--- config.mk ---
export PLATFORM = sky130hd
export DESIGN_NAME = uart_receiver
export DESIGN_NICKNAME = d
export VERILOG_FILES = /design/src/rtl/uart_receiver.sv
export SDC_FILE = /design/constraint.sdc
export NUM_CORES = 1
export LEC_CHECK = 0
export ABC_AREA = 1
export ABC_CLOCK_PERIOD_IN_PS = 1550
export CORE_MARGIN = 4
export CORE_UTILIZATION = 52
export CTS_CLUSTER_SIZE = 10
export DETAILED_ROUTE_END_ITERATION = 16
export PLACE_DENSITY = 0.75
export SLEW_MARGIN = 15
export SYNTH_ARGS = -nofsm -noshare
export SYNTH_HDL_FRONTEND = slang
export SYNTH_SLANG_ARGS = --single-unit
export TNS_END_PERCENT = 5
--- constraint.sdc ---
create_clock -name clk -period 1.55 [get_ports clk]
set_input_delay 0.31 -clock clk [delete_from_list [all_inputs] [get_ports clk]]
set_output_delay 0.31 -clock clk [all_outputs]
set_load 0.005 [all_outputs]
--- src/rtl/uart_receiver.sv ---
// uart_receiver: 16x-oversampled UART deframer (start, 8 data LSB first,
// parity, stop) with parity/framing flags and an optional idle-timeout.
// Build option: define UART_RX_TIMEOUT_EN to include the idle-timeout monitor.
// Ports: clk, reset (async, active-low), rx_en, rx_d (async serial in);
//        rx_data[7:0], rx_valid, rx_perror, rx_ferror, rx_busy, rx_timeout.
module uart_receiver #(
    parameter int unsigned CLKS_PER_TICK  = 326,
    parameter bit          PARITY_ODD     = 1'b0,
    parameter int unsigned TIMEOUT_CYCLES = 50000000
) (
    input  logic       clk,
    input  logic       reset,
    input  logic       rx_en,
    input  logic       rx_d,
    output logic [7:0] rx_data,
    output logic       rx_valid,
    output logic       rx_perror,
    output logic       rx_ferror,
    output logic       rx_busy,
    output logic       rx_timeout
);

    localparam int TW = (CLKS_PER_TICK > 1) ? $clog2(CLKS_PER_TICK) : 1;
    localparam logic [TW-1:0] TICK_MAX = TW'(CLKS_PER_TICK - 1);

    if (TIMEOUT_CYCLES < 2 || TIMEOUT_CYCLES >= 2 ** 26) begin : g_bad_timeout
        $error("TIMEOUT_CYCLES must be in 2 .. 2**26-1");
    end

    typedef enum logic [2:0] {
        S_IDLE,
        S_START,
        S_DATA,
        S_PARITY,
        S_STOP
    } state_e;

    state_e        state_q, state_d;
    logic          sync1_q, rxs_q;
    logic [TW-1:0] tick_cnt_q, tick_cnt_d;
    logic [3:0]    samp_cnt_q, samp_cnt_d;
    logic [2:0]    bit_cnt_q, bit_cnt_d;
    logic [2:0]    vote_q, vote_d;
    logic [7:0]    shift_q, shift_d;
    logic          par_err_q, par_err_d;
    logic [7:0]    rx_data_q, rx_data_d;
    logic          rx_valid_q, rx_valid_d;
    logic          rx_perror_q, rx_perror_d;
    logic          rx_ferror_q, rx_ferror_d;

    logic tick;
    logic bit_end;
    logic maj_bit;
    logic maj_stop;
    logic start_det;

    function automatic logic maj3(input logic a, input logic b, input logic c);
        return (a & b) | (a & c) | (b & c);
    endfunction

    assign tick      = (state_q != S_IDLE) && (tick_cnt_q == TICK_MAX);
    assign bit_end   = tick && (samp_cnt_q == 4'd15);
    assign maj_bit   = maj3(vote_q[0], vote_q[1], vote_q[2]);
    // Stop is decided on the tick-9 sample itself, before it is registered.
    assign maj_stop  = maj3(vote_q[0], vote_q[1], rxs_q);
    assign start_det = (state_q == S_IDLE) && rx_en && !rxs_q;

    always_ff @(posedge clk or negedge reset) begin
        if (!reset) begin
            sync1_q <= 1'b1;
            rxs_q   <= 1'b1;
        end else begin
            sync1_q <= rx_d;
            rxs_q   <= sync1_q;
        end
    end

    always_comb begin
        state_d     = state_q;
        tick_cnt_d  = tick ? '0 : tick_cnt_q + 1'b1;
        samp_cnt_d  = tick ? samp_cnt_q + 4'd1 : samp_cnt_q;
        bit_cnt_d   = bit_cnt_q;
        vote_d      = vote_q;
        shift_d     = shift_q;
        par_err_d   = par_err_q;
        rx_data_d   = rx_data_q;
        rx_valid_d  = 1'b0;
        rx_perror_d = rx_perror_q;
        rx_ferror_d = rx_ferror_q;

        if (tick && samp_cnt_q == 4'd7) vote_d[0] = rxs_q;
        if (tick && samp_cnt_q == 4'd8) vote_d[1] = rxs_q;
        if (tick && samp_cnt_q == 4'd9) vote_d[2] = rxs_q;

        unique case (state_q)
            S_IDLE: begin
                tick_cnt_d = '0;
                samp_cnt_d = '0;
                if (start_det) state_d = S_START;
            end
            S_START: begin
                if (bit_end) begin
                    bit_cnt_d = '0;
                    state_d   = maj_bit ? S_IDLE : S_DATA;
                end
            end
            S_DATA: begin
                if (bit_end) begin
                    shift_d   = {maj_bit, shift_q[7:1]};
                    bit_cnt_d = bit_cnt_q + 3'd1;
                    if (bit_cnt_q == 3'd7) state_d = S_PARITY;
                end
            end
            S_PARITY: begin
                if (bit_end) begin
                    par_err_d = ^{shift_q, maj_bit} ^ PARITY_ODD;
                    state_d   = S_STOP;
                end
            end
            S_STOP: begin
                // Leave one clk after the strobe so busy drops after valid.
                if (rx_valid_q) begin
                    state_d = S_IDLE;
                end else if (tick && samp_cnt_q == 4'd9) begin
                    rx_valid_d  = 1'b1;
                    rx_data_d   = shift_q;
                    rx_perror_d = par_err_q;
                    rx_ferror_d = ~maj_stop;
                end
            end
            default: state_d = S_IDLE;
        endcase
    end

    always_ff @(posedge clk or negedge reset) begin
        if (!reset) begin
            state_q     <= S_IDLE;
            tick_cnt_q  <= '0;
            samp_cnt_q  <= '0;
            bit_cnt_q   <= '0;
            vote_q      <= '0;
            shift_q     <= '0;
            par_err_q   <= 1'b0;
            rx_data_q   <= '0;
            rx_valid_q  <= 1'b0;
            rx_perror_q <= 1'b0;
            rx_ferror_q <= 1'b0;
        end else begin
            state_q     <= state_d;
            tick_cnt_q  <= tick_cnt_d;
            samp_cnt_q  <= samp_cnt_d;
            bit_cnt_q   <= bit_cnt_d;
            vote_q      <= vote_d;
            shift_q     <= shift_d;
            par_err_q   <= par_err_d;
            rx_data_q   <= rx_data_d;
            rx_valid_q  <= rx_valid_d;
            rx_perror_q <= rx_perror_d;
            rx_ferror_q <= rx_ferror_d;
        end
    end

    assign rx_data   = rx_data_q;
    assign rx_valid  = rx_valid_q;
    assign rx_perror = rx_perror_q;
    assign rx_ferror = rx_ferror_q;
    assign rx_busy   = (state_q != S_IDLE);

`ifdef UART_RX_TIMEOUT_EN
    // Registered pulse: firing one count early lands it exactly
    // TIMEOUT_CYCLES clocks after the rx_valid cycle.
    localparam logic [25:0] TO_FIRE = 26'(TIMEOUT_CYCLES - 2);

    logic [25:0] idle_cnt_q, idle_cnt_d;
    logic        armed_q, armed_d;
    logic        rx_timeout_q, rx_timeout_d;

    always_comb begin
        idle_cnt_d   = idle_cnt_q;
        armed_d      = armed_q;
        rx_timeout_d = 1'b0;
        if (rx_valid_q) begin
            idle_cnt_d = '0;
            armed_d    = 1'b1;
        end else if (start_det) begin
            idle_cnt_d = '0;
        end else if (armed_q && state_q == S_IDLE) begin
            if (idle_cnt_q == TO_FIRE) begin
                rx_timeout_d = 1'b1;
                armed_d      = 1'b0;
                idle_cnt_d   = '0;
            end else begin
                idle_cnt_d = idle_cnt_q + 26'd1;
            end
        end
    end

    always_ff @(posedge clk or negedge reset) begin
        if (!reset) begin
            idle_cnt_q   <= '0;
            armed_q      <= 1'b0;
            rx_timeout_q <= 1'b0;
        end else begin
            idle_cnt_q   <= idle_cnt_d;
            armed_q      <= armed_d;
            rx_timeout_q <= rx_timeout_d;
        end
    end

    assign rx_timeout = rx_timeout_q;
`else
    assign rx_timeout = 1'b0;
`endif

endmodule

==> key figures, run 1 <==
Finish
  • Ant. Diodes: 0
  • Final Util: 0.6519
  • Fin cells: 344
  • Register area: 0.001104 mm2
  • Area of the multi-input gates: 978.4 um2
  • Fraction of layout instances using a drive strength above 1: 0.1939
  • # fillers: 341
  • Synth-to-Final Area Change: 19.14%
  • Post-route design area: 0.002664 mm2
  • Number of nets in the layout: 304

Yosys
  • Post-synth top area cell: dfrtp_1
  • Ys async rst share: 1.000
  • Mapped Area: 0.002236 mm2
  • Mapped Avg Cell Area: 8.501 um2
  • Post-Synthesis Cells: 263
  • Commonest cells post-synth: nand2_1 (78), dfrtp_1 (42), inv_1 (36), o21ai_0 (21), nor2_1 (16)
  • Cell variety after synth: 30
  • Synthesized net count: 274
  • Yosys warns: 0
  • Yosys reg bits: 44
  • Most frequent cell after synthesis: nand2_1
  • Number of synthesized flops with an enable pin: 0
  • Top_reg_cell synth: dfrtp_1
  • Register area share after synthesis: 0.4936
  • Top cells by area, synth: dfrtp_1 (47%), nand2_1 (13%), inv_1 (6.0%)
  • Share of the synthesized area in the top cell type: 0.4701

Clocking
  • Clk slew on worst S/H paths: 80 ps
  • CTS Sinks: 44
  • Clock H-tree levels: 2
  • CTS tree: built
  • Worst-skew pair later-pin latency: 290 ps
  • Cts bufs inserted: 5
  • CTS Root Cell: clkbuf_8
  • Clock tree buffer depth: 2

Routing
  • Routed len/inst: 11.38 um
  • Routed vias/inst: 4.948
  • Remaining antenna violation count: 0
  • DR iter-0 viols: 72
  • DRC: 0
  • Routed via count: 1702
  • Pre-antenna DRT Iters: 4
  • Post-Route WL: 3913 um

Global routing
  • GRT Overall Usage: 0.1641
  • Grt ovf: 0
  • First-pass GRT wire length: 6858 um
  • Pin count of the biggest net entering global routing: 28
  • Antenna violations before repair: 0
  • Number of global-route vias before repair: 1609

Setup path
  • Startpoint Class: flop
  • Setup CP Type: flop to primary output
  • CP Max Fanout: 5
  • CP Capture Type: primary output
  • Bufs and invs on worst path: 1
  • Delay-heaviest family, CP: flip-flops
  • WP data arrival: 1230 ps
  • CP required: 1240 ps
  • Crit path cell chain: nor2_2, nand2_2, dlygate4sd2_1
  • CP max stage delay: 410 ps
  • Slowest cell on the critical path: dfrtp_1

STA
  • Achievable Freq: 648.4 MHz
  • Setup violations, final: 0
  • Final Critical Period: 1542 ps
  • RSZ-0062 raised after global routing: true
  • Fin. max-slew vios: 0
  • Setup Skew: 7.703 ps
  • Final hold vios: 0
  • Worst hold slack: 359.2 ps
  • Fin crit share: 0.9950

Run status
  • Run status: finished clean

Floorplan
  • Die Ht: 73.57 um
  • I/O pins: 17
  • # rows: 23
  • Initial core utilization: 0.5472
  • Die W: 73.57 um
  • Die Area: 0.005413 mm2
  • Core region area: 0.004086 mm2

Place
  • I/O Buffers: 15
  • Placed cells: 334
  • Final Wtd Congestion: 0.8562
  • DPL Wire Length: 2928 um
  • Dpl cell area: 0.002515 mm2

Min path
  • Hold WC Path Type: flop to flop

Power
  • Internal power: 0.001526 W
  • Switching Share: 0.2044
  • Net Switching: 0.0003920 W
  • Reg power frac: 0.601
  • Tot Pwr: 0.001918 W
  • Pwr Density: 720.0 mW/mm2
  • Combinational group share of total power: 0.019
  • Clock power share: 0.379
  • Lkg Pwr: 1.295 nW
  • Maximum VDD drop: 0.0004596 V

Job
  • Max-cap viol count: 0
-- power by group through the flow --
stage,logic (W),registers [W],clock network [W]
floorplan,0.00000351,0.00118,0
global placement,0.0000376,0.00118,0
detailed placement,0.0000380,0.00118,0
CTS,0.0000397,0.00115,0.000760
global route,0.0000443,0.00115,0.000806
finish,0.0000374,0.00115,0.000727
-- worst paths after layout --
path                       slack [ps]             to     startpoint  depth (start not counted)
min                               360          rxs_q        sync1_q                          0
max reg2reg                         8  tick_cnt_q[8]  tick_cnt_q[1]                          9
min in group asynchronous         490  tick_cnt_q[4]          reset                          2
max in group asynchronous         580     rx_data[5]          reset                          3
max                                 8        rx_busy     state_q[0]                          3
min reg2reg                       360          rxs_q        sync1_q                          0
-- timing repair --
item | 4_1_cts | 5_1_grt
endpoints found under the hold margin | 15 | 0
hold buffers | 1 | 0
buffers inserted | 1 | 0
pin swaps | 3 | 5
gates resized for setup | 6 | 11
gates cloned | 0 | 0
setup endpoints to repair | 16 | 24
-- final cells by class --
cell class / instances / area share
Timing Repair Buffer: 27 / 0.1029
Clock buffer: 7 / 0.03241
Sequential cell: 44 / 0.4143
Clock inverter: 1 / 0.002818
Tap cell: 50 / 0.02349
Multi-Input combinational cell: 176 / 0.3673
Inverter: 39 / 0.05683
-- registers in the layout, indices dropped and copies added, names as in the netlist --
register    cells
bit_cnt_q       3
par_err_q       1
rx_data         8
rx_ferror       1
rx_perror       1
rx_valid        1
rxs_q           1
samp_cnt_q      4
shift_q         8
state_q         3
sync1_q         1
tick_cnt_q      9
vote_q          3
-- metrics by stage --
stage | TNS (ps) | setup WS [ps]
finish | 0 | 7.768
global route | -1388 | -131.0
CTS | -13.04 | -5.936
detailed placement | -375.5 | -40.73
global placement | 0 | 7.124
floorplan | 0 | 68.70
-- kinds of logic after synthesis --
logic type | Yosys count | share of synthesized area
and+or+nand+nor | 126 | 0.2624
adders and majority gates | 7 | 0.03917
DFF | 44 | 0.4936
buffers and inverters | 43 | 0.08618
other | 1 | 0.001677
AOI/OAI and AO/OA | 41 | 0.1130
xor gates and xnor gates | 1 | 0.003918
-- routing by layer --
metal,wire [um],vias up,global-route usage,share of wire
met4,69,0,0.07243,0.018
li1,-,891,-,-
met2,1783,21,0.2559,0.46
met1,1938,785,0.2210,0.50
met5,0,-,0,0
met3,121,5,0.03283,0.031
-- cell usage in the layout, fill, tap and decap left out, types with 2 or more instances in the layout --
master	n
nor2_4	3
inv_2	3
a22o_1	2
nor2_2	3
nand3_1	9
buf_4	8
buf_12	3
nor3_1	3
nand2_2	8
nand4_1	4
o21ai_1	2
ha_2	2
clkbuf_8	6
dfstp_2	2
clkdlybuf4s50_1	13
nor2_1	15
o21ai_0	18
a21oi_1	6
inv_1	35
dfrtp_1	42
ha_1	5
o21ai_2	10
nand2_1	73
-- worst register-to-register path, cell delays in order (launching register included) --
cell and delay, ps:
dfrtp_1 350, buf_4 110, ha_2 180, nand3_2 80, nor2_2 140, inv_1 70, nor3_2 220, nand2_1 110
o21ai_1 130, a21oi_1 50
Power figures use the tool's default switching activity.
==> run 2, diff against run 1 <==
- ABC_CLOCK_PERIOD_IN_PS: 1550 -> 1520
- CAP_MARGIN: default -> 20
- CORE_UTILIZATION: 52 -> 58
- PLACE_DENSITY: 0.75 -> 0.79
- clock period: 1.55 -> 1.52 ns (I/O delays scaled with it)
==> key figures, run 2 (same netlist as run 1, synthesis figures left out) <==
Floorplan
  • Initial core utilization: 0.6062
  • Core region area: 0.003689 mm2
  • # rows: 22
  • Die Area: 0.004913 mm2
  • Die Ht: 70.09 um
  • I/O pins: 17
  • Die W: 70.09 um

STA
  • Final setup margin: -38.62 ps
  • Final hold vios: 0
  • Final Critical Period: 1559 ps
  • Fin. max-slew vios: 0
  • Setup Skew: 7.323 ps
  • Setup TNS: -514.1 ps
  • Setup violations, final: 23
  • RSZ-0062 raised after global routing: true
  • Fin crit share: 1.025
  • Achievable Freq: 641.6 MHz

Setup path
  • Bufs and invs on worst path: 2
  • Startpoint Class: flop
  • Crit path cell chain: inv_1, ha_2, nand2_2, nor2_4, nand2_4, nor2_8, nand4_4, buf_12, nand2_1, o21ai_2
  • CP max stage delay: 390 ps
  • CP required: 1710 ps
  • Setup CP Type: flop to flop
  • CP Max Fanout: 20
  • CP startpoint: tick_cnt_q[1]
  • WP data arrival: 1750 ps
  • Start of the worst register-to-register path: tick_cnt_q[1]
  • CP Capture Type: flop
  • Slowest cell on the critical path: dfrtp_1
  • Delay-heaviest family, CP: simple AND/OR/NAND/NOR gates

Routing
  • DR iter-0 viols: 146
  • Routed len/inst: 12.67 um
  • DRC: 0
  • Post-Route WL: 4436 um
  • Routed vias/inst: 5.166
  • Pre-antenna DRT Iters: 4
  • Routed via count: 1808
  • Remaining antenna violation count: 0

Place
  • DP Worst Slack: -93.52 ps
  • DPL Wire Length: 3195 um
  • I/O Buffers: 15
  • Dpl cell area: 0.002550 mm2
  • Final Wtd Congestion: 0.8358

Global routing
  • Pin count of the biggest net entering global routing: 29
  • GRT Overall Usage: 0.1996
  • Antenna violations before repair: 0
  • Grt ovf: 0
  • Number of global-route vias before repair: 1854
  • First-pass GRT wire length: 7969 um

Power
  • Reg power frac: 0.537
  • Pwr Density: 798.5 mW/mm2
  • Combinational group share of total power: 0.017
  • Clock power share: 0.445
  • Lkg Pwr: 1.360 nW
  • Internal power: 0.001767 W
  • Switching Share: 0.1933
  • Net Switching: 0.0004233 W
  • Maximum VDD drop: 0.0007617 V

Finish
  • Area of the multi-input gates: 967.2 um2
  • Fraction of layout instances using a drive strength above 1: 0.2020
  • Final Util: 0.7436
  • Synth-to-Final Area Change: 22.66%
  • Top reg by flops: tick_cnt_q
  • # fillers: 285
  • Post-route design area: 0.002743 mm2
  • Max FFs per register: 9
  • Ant. Diodes: 0
  • Leading cell type in the layout, fill and taps excluded: nand2_1
  • Commonest cells after routing, fill and taps aside: nand2_1 (76), dfrtp_1 (42), inv_1 (36)
  • Register area: 0.001104 mm2
  • Number of nets in the layout: 312

Min path
  • Worst hold start: sync1_q
  • Hold WC Path Type: flop to flop

Clocking
  • CTS Sinks: 44
  • Clock tree buffer depth: 2
  • CTS tree: built
  • Cts bufs inserted: 5
  • Clock H-tree levels: 2
  • Clk slew on worst S/H paths: 80 ps
  • CTS Root Cell: clkbuf_8
  • Worst-skew pair later-pin latency: 300 ps

Run status
  • Failing checks: setup timing
  • Run status: finished with violations

Job
  • Max-cap viol count: 0
run 2: changes by cell type in the layout (fill, tap and decap cells not counted), sizes merged:
cell | previous run | this run
buf | 12 | 20
bufinv | 0 | 1
clkinvlp | 1 | 0
run 2: through the flow:
stage	power [W]	instances	hold WS, ps
after floorplan	0.001202	263	8.409
after global placement	0.001236	337	246.5
after detailed placement	0.001237	337	256.2
after CTS	0.002203	347	362.2
after global routing	0.002245	350	363.1
final	0.002190	350	361.9
run 2: repair_timing:
| action | 4_1_cts | 5_1_grt |
|---|---|---|
| cloned | 0 | 0 |
| resized for setup | 9 | 5 |
| pin swaps | 2 | 2 |
| hold buffers | 1 | 0 |
| buffers inserted | 1 | 3 |
| hold endpoints to repair | 14 | 0 |
| endpoints found under the setup margin | 27 | 34 |
run 2: layout make-up:
type,count,share of cell area
Timing Repair Buffer,35,0.1218
Clock inverter,1,0.01095
Clock buffer,7,0.03513
Inverter,39,0.05520
Tap cell,48,0.02190
Sequential cell,44,0.4024
Multi-Input combinational cell,176,0.3526
run 2: layer usage:
metal | up-vias | wire length (um) | GRT usage
li1 | 908 | - | -
met1 | 853 | 2002 | 0.2544
met2 | 35 | 2189 | 0.3326
met3 | 12 | 171 | 0.04317
met4 | 0 | 72 | 0.07447
met5 | - | 0 | 0
run 2: worst reg2reg max path, delay by kind of cell, from the launching register on:
family	cells	cell delay (ps)
DFF	1	390
buffers and inverters	2	240
adders and majority gates	1	180
AOI/OAI and AO/OA	1	50
and+or+nand+nor	6	600
run 2: path summary, 6_finish.rpt:
kind                                      end  slack [ps]  depth (start not counted)
worst max-delay path               rx_data[1]         -40                         10
worst min-delay path                    rxs_q         360                          0
worst max register to register     rx_data[1]         -40                         10
worst min register to register          rxs_q         360                          0
max in group asynchronous          shift_q[6]         570                          3
min in group asynchronous       samp_cnt_q[3]         470                          2
run 2: power by group through the flow:
stage | combinational [W] | clock, W | sequential [W]
2_1_floorplan | 0.00000358 | 0 | 0.00120
3_3_place_gp | 0.0000370 | 0 | 0.00120
3_5_place_dp | 0.0000381 | 0 | 0.00120
4_1_cts | 0.0000400 | 0.000987 | 0.00118
5_1_grt | 0.0000443 | 0.00102 | 0.00118
6_report | 0.0000383 | 0.000975 | 0.00118
